**src/rtl/muldiv_pkg.sv**
```systemverilog
// -----------------------------------------------------------------------------
// muldiv_pkg
// Shared definitions for the multiply/divide unit: operation encodings, FSM
// state encoding, default iteration count, the divide-by-zero LO value and
// small arithmetic helpers used when preparing operands.
// Optional feature macro used by the files importing this package:
//   MULDIV_DIV_EN - enables the DIV/DIVU datapath.
// -----------------------------------------------------------------------------
package muldiv_pkg;

  typedef enum logic [1:0] {
    OP_MULT  = 2'd0,
    OP_MULTU = 2'd1,
    OP_DIV   = 2'd2,
    OP_DIVU  = 2'd3
  } op_e;

  typedef enum logic [1:0] {
    IDLE = 2'd0,
    PREP = 2'd1,
    RUN  = 2'd2,
    FIX  = 2'd3
  } state_e;

  localparam int          ITER_DEFAULT = 32;
  localparam logic [31:0] DIV0_LO      = 32'hFFFF_FFFF;

  // Signed variants treat operands as two's complement.
  function automatic logic is_signed_op(input op_e op);
    return (op == OP_MULT) || (op == OP_DIV);
  endfunction

  // 32-bit unsigned magnitude; |0x80000000| stays 0x80000000.
  function automatic logic [31:0] magnitude(input logic [31:0] x, input logic sgn);
    if (sgn && x[31]) begin
      return 32'd0 - x;
    end else begin
      return x;
    end
  endfunction

endpackage

```
**src/rtl/muldiv_step.sv**
```systemverilog
// -----------------------------------------------------------------------------
// muldiv_step
// Combinational single iteration of the multiply/divide datapath.
//   Multiply: {acc_hi, acc_lo} holds {partial product, remaining multiplier};
//             conditionally add operand to the upper half, then shift right.
//   Divide  : {acc_hi, acc_lo} holds {partial remainder, dividend/quotient};
//             shift left, trial-subtract operand, restore on borrow.
// Macro: MULDIV_DIV_EN - when undefined the divide path and is_div are absent.
// Ports:
//   is_div   in  1   select divide iteration (only with MULDIV_DIV_EN)
//   operand  in  32  multiplicand or divisor magnitude
//   acc_hi   in  32  upper accumulator half
//   acc_lo   in  32  lower accumulator half
//   nxt_hi   out 32  next upper accumulator half
//   nxt_lo   out 32  next lower accumulator half
// -----------------------------------------------------------------------------
module muldiv_step
  import muldiv_pkg::*;
(
`ifdef MULDIV_DIV_EN
  input  logic        is_div,
`endif
  input  logic [31:0] operand,
  input  logic [31:0] acc_hi,
  input  logic [31:0] acc_lo,
  output logic [31:0] nxt_hi,
  output logic [31:0] nxt_lo
);

  logic [32:0] mul_sum_s;

  // Add multiplicand into the upper half when the current multiplier bit is set;
  // the 33rd bit carries into the shifted result.
  always_comb begin
    mul_sum_s = {1'b0, acc_hi} + (acc_lo[0] ? {1'b0, operand} : 33'd0);
  end

`ifdef MULDIV_DIV_EN
  logic [32:0] div_shift_s;
  logic [33:0] div_diff_s;

  // Shift next dividend bit into the remainder and trial-subtract the divisor.
  always_comb begin
    div_shift_s = {acc_hi, acc_lo[31]};
    div_diff_s  = {1'b0, div_shift_s} - {2'b00, operand};
  end
`endif

  // Select the iteration result for the active operation.
  always_comb begin
    {nxt_hi, nxt_lo} = {mul_sum_s, acc_lo[31:1]};
`ifdef MULDIV_DIV_EN
    if (is_div) begin
      if (!div_diff_s[33]) begin
        nxt_hi = div_diff_s[31:0];
        nxt_lo = {acc_lo[30:0], 1'b1};
      end else begin
        nxt_hi = div_shift_s[31:0];
        nxt_lo = {acc_lo[30:0], 1'b0};
      end
    end else begin
      {nxt_hi, nxt_lo} = {mul_sum_s, acc_lo[31:1]};
    end
`endif
  end

endmodule

```
**src/rtl/muldiv_unit.sv**
```systemverilog
// -----------------------------------------------------------------------------
// muldiv_unit
// Multi-cycle multiply/divide unit with architectural HI/LO registers.
// Sequence: IDLE -> PREP (magnitudes, result signs) -> RUN (ITER iterations)
// -> FIX (sign correction, HI/LO write, done pulse) -> IDLE.
// Macro: MULDIV_DIV_EN - when undefined DIV/DIVU starts are ignored and the
// divider datapath is not built.
// Ports:
//   clk      in  1   clock, rising edge
//   rst_n    in  1   synchronous active-low reset
//   start_i  in  1   launch op_i (sampled in IDLE only)
//   op_i     in  2   0 MULT, 1 MULTU, 2 DIV, 3 DIVU
//   rs_i     in  32  multiplicand / dividend
//   rt_i     in  32  multiplier / divisor
//   hi_we_i  in  1   MTHI strobe
//   lo_we_i  in  1   MTLO strobe
//   wd_i     in  32  MTHI/MTLO data
//   busy_o   out 1   operation in flight
//   done_o   out 1   one-cycle pulse when HI/LO take a result
//   hi_o     out 32  HI register
//   lo_o     out 32  LO register
// -----------------------------------------------------------------------------
module muldiv_unit
  import muldiv_pkg::*;
#(
  parameter int ITER = ITER_DEFAULT
) (
  input  logic        clk,
  input  logic        rst_n,
  input  logic        start_i,
  input  logic [1:0]  op_i,
  input  logic [31:0] rs_i,
  input  logic [31:0] rt_i,
  input  logic        hi_we_i,
  input  logic        lo_we_i,
  input  logic [31:0] wd_i,
  output logic        busy_o,
  output logic        done_o,
  output logic [31:0] hi_o,
  output logic [31:0] lo_o
);

  localparam int               CNT_W    = $clog2(ITER) + 1;
  localparam logic [CNT_W-1:0] CNT_LAST = CNT_W'(ITER - 1);

  state_e           state_r, next_state_s;
  op_e              op_r;
  logic [31:0]      rs_r, opnd_r, acc_hi_r, acc_lo_r, hi_r, lo_r;
  logic [CNT_W-1:0] cnt_r;
  logic             neg_q_r, busy_r, done_r;
`ifdef MULDIV_DIV_EN
  logic             neg_r_r;
`endif
  logic             accept_s, hi_wr_s, lo_wr_s, sgn_s;
  logic [31:0]      step_hi_s, step_lo_s, res_hi_s, res_lo_s;
  logic [63:0]      prod_s;

  // State register.
  always_ff @(posedge clk) begin
    if (!rst_n) begin
      state_r <= IDLE;
    end else begin
      state_r <= next_state_s;
    end
  end

  // Next-state logic.
  always_comb begin
    next_state_s = state_r;
    case (state_r)
      IDLE:    next_state_s = accept_s ? PREP : IDLE;
      PREP:    next_state_s = RUN;
      RUN:     next_state_s = (cnt_r == CNT_LAST) ? FIX : RUN;
      FIX:     next_state_s = IDLE;
      default: next_state_s = IDLE;
    endcase
  end

  // Control decode: start acceptance and MTHI/MTLO enables (start has priority).
  always_comb begin
    sgn_s = is_signed_op(op_r);
`ifdef MULDIV_DIV_EN
    accept_s = (state_r == IDLE) && start_i;
`else
    accept_s = (state_r == IDLE) && start_i && !op_i[1];
`endif
    hi_wr_s = (state_r == IDLE) && !start_i && hi_we_i;
    lo_wr_s = (state_r == IDLE) && !start_i && lo_we_i;
  end

  muldiv_step u_step (
`ifdef MULDIV_DIV_EN
    .is_div  (op_r[1]),
`endif
    .operand (opnd_r),
    .acc_hi  (acc_hi_r),
    .acc_lo  (acc_lo_r),
    .nxt_hi  (step_hi_s),
    .nxt_lo  (step_lo_s)
  );

  // Sign correction of the finished accumulator into HI/LO values.
  always_comb begin
    if (neg_q_r) begin
      prod_s = 64'd0 - {acc_hi_r, acc_lo_r};
    end else begin
      prod_s = {acc_hi_r, acc_lo_r};
    end
    res_hi_s = prod_s[63:32];
    res_lo_s = prod_s[31:0];
`ifdef MULDIV_DIV_EN
    if (op_r[1]) begin
      // opnd_r holds |rt|, which is zero only for a zero divisor.
      if (opnd_r == 32'd0) begin
        res_hi_s = rs_r;
        res_lo_s = DIV0_LO;
      end else begin
        res_lo_s = neg_q_r ? (32'd0 - acc_lo_r) : acc_lo_r;
        res_hi_s = neg_r_r ? (32'd0 - acc_hi_r) : acc_hi_r;
      end
    end else begin
      res_hi_s = prod_s[63:32];
      res_lo_s = prod_s[31:0];
    end
`endif
  end

  // Datapath, counter, sign latches, HI/LO and status registers.
  always_ff @(posedge clk) begin
    if (!rst_n) begin
      op_r     <= OP_MULT;
      rs_r     <= 32'd0;
      opnd_r   <= 32'd0;
      acc_hi_r <= 32'd0;
      acc_lo_r <= 32'd0;
      cnt_r    <= '0;
      neg_q_r  <= 1'b0;
`ifdef MULDIV_DIV_EN
      neg_r_r  <= 1'b0;
`endif
      hi_r     <= 32'd0;
      lo_r     <= 32'd0;
      busy_r   <= 1'b0;
      done_r   <= 1'b0;
    end else begin
      busy_r <= (next_state_s != IDLE);
      done_r <= (state_r == FIX);
      case (state_r)
        IDLE: begin
          if (accept_s) begin
            op_r   <= op_e'(op_i);
            rs_r   <= rs_i;
            opnd_r <= rt_i;
          end else begin
            if (hi_wr_s) hi_r <= wd_i;
            if (lo_wr_s) lo_r <= wd_i;
          end
        end
        PREP: begin
          neg_q_r  <= sgn_s && (rs_r[31] ^ opnd_r[31]);
`ifdef MULDIV_DIV_EN
          neg_r_r  <= sgn_s && rs_r[31];
`endif
          acc_hi_r <= 32'd0;
          cnt_r    <= '0;
          // Divide shifts the dividend out of acc_lo; multiply shifts the multiplier.
          if (op_r[1]) begin
            acc_lo_r <= magnitude(rs_r, sgn_s);
            opnd_r   <= magnitude(opnd_r, sgn_s);
          end else begin
            acc_lo_r <= magnitude(opnd_r, sgn_s);
            opnd_r   <= magnitude(rs_r, sgn_s);
          end
        end
        RUN: begin
          acc_hi_r <= step_hi_s;
          acc_lo_r <= step_lo_s;
          cnt_r    <= cnt_r + {{(CNT_W-1){1'b0}}, 1'b1};
        end
        FIX: begin
          hi_r <= res_hi_s;
          lo_r <= res_lo_s;
        end
        default: begin
          cnt_r <= '0;
        end
      endcase
    end
  end

  assign busy_o = busy_r;
  assign done_o = done_r;
  assign hi_o   = hi_r;
  assign lo_o   = lo_r;

endmodule

```
**config.mk**
```make
export PLATFORM = sky130hd
export DESIGN_NAME = muldiv_unit
export DESIGN_NICKNAME = d
export VERILOG_FILES = /design/src/rtl/muldiv_pkg.sv /design/src/rtl/muldiv_step.sv /design/src/rtl/muldiv_unit.sv
export SDC_FILE = /design/constraint.sdc
export NUM_CORES = 1
export LEC_CHECK = 0
export BUFFER_PORTS_ARGS = -buffer_cell sky130_fd_sc_hd__buf_2
export CAP_MARGIN = 25
export CORE_ASPECT_RATIO = 1.2
export CORE_MARGIN = 2
export CORE_UTILIZATION = 42
export CTS_BUF_LIST = sky130_fd_sc_hd__clkbuf_8
export DETAILED_ROUTE_END_ITERATION = 10
export GPL_TIMING_DRIVEN = 0
export SETUP_SLACK_MARGIN = 0.5
export SYNTH_ARGS = -nofsm -noshare
export SYNTH_HDL_FRONTEND = slang
export SYNTH_HIERARCHICAL = 1
export SYNTH_SLANG_ARGS = --single-unit
```
**constraint.sdc**
```tcl
create_clock -name clk -period 3.65 [get_ports clk]
set_clock_uncertainty 0.2 [all_clocks]
set_input_delay 0.73 -clock clk [delete_from_list [all_inputs] [get_ports clk]]
set_output_delay 0.73 -clock clk [all_outputs]
set_load 0.01 [all_outputs]
```
After elaboration in Yosys (flattened, before gate mapping)
Index checks and enable logic that the tools add are counted.
{ "word_totals": {"ff_bits": 205, "input_bits": 103, "output_inout_bits": 66, "elab_cells": 68} }
{ "classes": {"addsub": 5, "eq_ne": 9, "n_mux": 20, "bitwise_logic": 1, "reduce_logical": 21} }
{ "ops": {"columns": ["op", "count"], "rows": [
  ["2-to-1 mux 32 bit", 10],
  ["one-hot mux 32 bit (2 select lines)", 5],
  ["2-to-1 mux 64 bit", 1],
  ["subtractor 1 x 32 -> 32 bit (first input constant)", 2],
  ["subtractor 1 x 64 -> 64 bit (first input constant)", 1],
  ["adder 32 x 33 -> 33 bit", 1],
  ["one-hot mux 6 bit (2 select lines)", 1],
  ["logical AND 1 bit", 8],
  ["inequality test 2 bit (second input constant)", 4],
  ["one-hot mux 2 bit (4 select lines)", 1],
  ["nonzero test 2 bit", 4],
  ["adder 6 x 1 -> 6 bit (second input constant)", 1],
  ["equality test 2 bit (second input constant)", 3],
  ["equality test 6 x 5 -> 1 bit (second input constant)", 1],
  ["AND reduction 3 bit", 2],
  ["logical NOT 2 bit", 2],
  ["AND reduction 2 bit", 2],
  ["equality test 2 x 1 -> 1 bit (second input constant)", 1],
  ["logical NOT 1 bit", 2],
  ["2-to-1 mux 1 bit", 2],
  ["logical OR 1 bit", 1],
  ["XOR 1 bit", 1]
]} }

Longest topological paths before layout
{ "depth": {"depth_word": 6, "ltp_mapped": 12, "depth_no_buf": 11} }

By module
Netlist, hierarchy kept.
{ "by_module_without_submodules": {"columns": ["module", "n_inst", "cells_per_inst", "area_per_inst_um2", "seq_area_each_um2"], "rows": [
  ["muldiv_unit", 1, 1576, 12116.6, 4103.9],
  ["muldiv_step", 1, 353, 2428.6, 0.0]
]} }

Least setup slack after synthesis
Ideal clock, no wire load.
{ "synth_path": {"path_type": "register to register", "start": "register acc_lo_r[0]", "end": "register acc_hi_r[23]", "setup_ns": 0.128, "arrival_ns": 2.800, "required_ns": 3.322, "slack_ns": 0.522, "stages_incl_launch_ff": 12, "path_buffers": 0, "synth_period_minus_slack_ns": 3.128, "cell_sequence": "dfxtp_1 -> and2_1 -> ha_1 -> fa_1 -> a211oi_2 -> o211ai_2 -> a2111oi_4 -> nor3b_2 -> or4_1 -> o311a_1 -> a22oi_1 -> nor2_1"} }
{ "synth_via": {"elab_chain_len": 3} }
{ "synth_rtl": {"columns": ["item", "line", "source"], "rows": [
  ["from (decl)", "muldiv_unit.sv:48", "logic [31:0] rs_r, opnd_r, acc_hi_r, acc_lo_r, hi_r, lo_r;"],
  ["from (signal assigned)", "muldiv_unit.sv:168", "acc_lo_r <= magnitude(rs_r, sgn_s);"],
  ["from (signal assigned)", "muldiv_unit.sv:171", "acc_lo_r <= magnitude(opnd_r, sgn_s);"],
  ["from (signal assigned)", "muldiv_unit.sv:177", "acc_lo_r <= step_lo_s;"],
  ["2-to-1 mux 32 bit", "muldiv_step.sv:35", "mul_sum_s = {1'b0, acc_hi} + (acc_lo[0] ? {1'b0, operand} : 33'd0);"],
  ["adder 32 x 33 -> 33 bit", "muldiv_step.sv:35", null],
  ["named net step_hi_s[23]", "muldiv_unit.sv:55", "logic [31:0] step_hi_s, step_lo_s, res_hi_s, res_lo_s;"],
  ["one-hot mux 32 bit (2 select lines)", "muldiv_unit.sv:148", "case (state_r)"],
  ["to (signal assigned)", "muldiv_unit.sv:176", "acc_hi_r <= step_hi_s;"],
  ["to (decl)", "muldiv_unit.sv:48", null]
]} }
The timed path passes the listed nets, and every way through them passes these cells.
A chain may end at the register's enable or synchronous reset.

Worst setup path after layout
Same ends and word-level chain as after synthesis.

==> results.toml <==
[die]
start_util_pct = 42.69
die-area_mm2 = 0.03614
io_pins = 169
core-area_mm2 = 0.03407
die_w_um = 173.9
die_h_um = 207.9
rows = 74

[power_and_ir_drop]
p_leak_nw = 6.908
ir_worst_vdd_mv = 0.2712
p_total_mw = 6.699
cellPowerDensity_mw_per_mm2 = 382.8

[cts]
cts_max_path_buffers = 3
insertion_delay_ns = 0.60
clock_sinks = 205
cts_tree = "built"
ctsHtreeMaxLevel = 2
root_buffer = "clkbuf_8"
numCtsBuffers = 40
hold_buffers = 0
clk_pin_slew_worst_paths_ns = 0.06

[place]
post_dp_cell_area_mm2 = 0.01596
post-dp-hpwl_mm = 51.53
place.gp.congestion = 1.002
place_inst = 2553
portBuffers = 167
dp_slack_ns = -0.1514

[detailed_routing]
viasPerCell = 6.214
drt-total-wl_mm = 65.71
drt-pass1-iter-count = 6
vias = 16410
drtIter0Drc = 1701
postRouteAntennaNets = 0
wl_per_cell_um = 24.88
drcViolationCount = 0

[worst_setup_path]
critical_path_arrival_ns = 3.48
r2r-start = "acc_lo_r[0]"
crit_fanout = 8
end_kind = "register"
worstSetupStartpointType = "register"
startpoint = "acc_lo_r[0]"
worst-setup-path-type = "register to register"
cp.required_ns = 3.92

[layout]
utilization_pct = 51.36
drive_gt1_share_pct = 19.45
layout.nets = 2305
fin_cells = 2641
area_delta_synth_final_pct = 20.30
antenna_cells = 0
postLayoutCellArea_mm2 = 0.01750

[logic_synthesis]
async_flop_share_pct = 0
ys_ff_latch = 205
synth.distinct_cells = 91
synth_top_flop_cell = "dfxtp_1"
ys_warn_count = 6
synth_fp_nets = 2074
syn_inst = 1929
yosysSeqAreaShare_pct = 28.22
synth.avg_cell_area_um2 = 7.540
synth_edf_count = 0
syn-cell-area_mm2 = 0.01455

[sta]
fin_crit_sh_pct = 87.79
report.final.slew_viol_count = 0
hold_viol_final = 0
setup_violations = 0
slew_headroom_pct = 27.72
tightest_slew_ns = 1.084
period_needed_ns = 3.204
worst_slack_ns = 0.4458
finalSetupTns_ns = 0
grt_setup_unrepaired = "yes"
max_freq_ghz = 0.3121
hold_ws_ns = 0.1649

[outcome]
outcome = "completed"

[global_routing]
grt_start_max_net_pins = 11
grt_pass1_wl_mm = 97.34
grt_usage_pct = 35.27
grt_pass1_vias = 15870
grt.overflow.total = 0
grt_antenna_before_repair = 1

[hold_path]
min_path_type = "input port to register"
hold_start = "rs_i[30]"

[flow_run]
cap_violations = 0
-- critical path, cell delays in order (launching register included) --
cell and delay [ns]:
dfxtp_4 0.39, and2_4 0.20, ha_4 0.16, fa_2 0.39, a211oi_4 0.24, o211ai_2 0.15
a2111oi_4 0.50, nor3b_4 0.11, or4_1 0.43, o311a_1 0.15, a22oi_1 0.14, nor2_1 0.05
-- state kept, by name, summed over array words and instances, names as in the netlist, 2 cells and up --
register	cells
acc_lo_r	32
hi_o	32
lo_o	32
acc_hi_r	32
rs_r	32
state_r	2
opnd_r	32
op_r	2
cnt_r	6
-- cell usage in the layout (no fill, tap or decap), types with 25 or more instances in the layout --
cell,count
and2_1,33
xor2_1,59
o211ai_1,29
clkbuf_1,99
a31oi_1,31
nor2_1,169
inv_1,51
dfxtp_1,203
o21ai_0,114
buf_2,176
nand2_1,221
clkbuf_8,52
a22oi_1,41
nand3_1,45
ha_1,34
nor3_1,40
xnor2_1,69
buf_4,50
a21oi_1,150
o31ai_1,25
-- cell families (layout without fill, tap and decap cells) --
family / after synthesis / count (layout) / synth area share (%)
AOI/OAI and AO/OA: 619 / 619 / 28.65
muxes: 20 / 20 / 1.402
adders and majority gates: 42 / 42 / 3.665
buffers and inverters: 217 / 473 / 6.615
and+or+nand+nor: 690 / 690 / 23.26
DFF: 205 / 205 / 28.22
xor gates and xnor gates: 136 / 136 / 8.189
-- timing repair --
action | CTS | global route
pin swaps | 12 | 32
endpoints found under the hold margin | 0 | 0
endpoints found under the setup margin | 81 | 78
resized for setup | 45 | 95
setup buffers | 12 | 8
-- final timing paths --
path	to	slack [ns]	cells past startpoint
setup / recovery	acc_hi_r[23]	0.45	11
hold / removal	rs_r[30]	0.16	3
setup reg to reg	acc_hi_r[23]	0.45	11
hold reg to reg	lo_o[16]	0.25	2
-- power by group --
group / internal, mW / switching, mW
sequential: 2.36 / 0.161
combinational: 0.594 / 1.07
clock: 1.41 / 1.11
-- area by class of cell --
cell class                 count  area (um2)
clock buffer                  52       715.7
clock inverter                15       118.9
sequential                   205        4109
inverter                      46       172.7
multi-input combinational   1507        9950
timing repair buffer         189        1040
buffer                       171       822.0
fill                        3500       16570
tap                          456       570.5
-- cell usage after synthesis (43+ instances only) --
library cell | instances | share of area [%]
a21oi_1 | 162 | 5.6
o21ai_0 | 124 | 4.3
inv_1 | 43 | 1.1
xnor2_1 | 72 | 4.3
nor2_1 | 170 | 4.4
a22oi_1 | 45 | 2.3
clkbuf_1 | 117 | 3.0
nor3_1 | 48 | 1.7
nand3_1 | 49 | 1.7
nand2_1 | 221 | 5.7
xor2_1 | 64 | 3.9
dfxtp_1 | 205 | 28
-- layer usage --
| layer | wire, um | track usage [%] | vias to the layer above | part of all wire (%) |
|---|---|---|---|---|
| li1 | - | - | 7534 | - |
| met2 | 31440 | 60.16 | 839 | 48 |
| met1 | 25340 | 42.04 | 7806 | 39 |
| met5 | 13 | 0 | - | 0.020 |
| met3 | 4483 | 4.579 | 229 | 6.8 |
| met4 | 4435 | 21.65 | 2 | 6.7 |
Power figures use the tool's default switching activity.
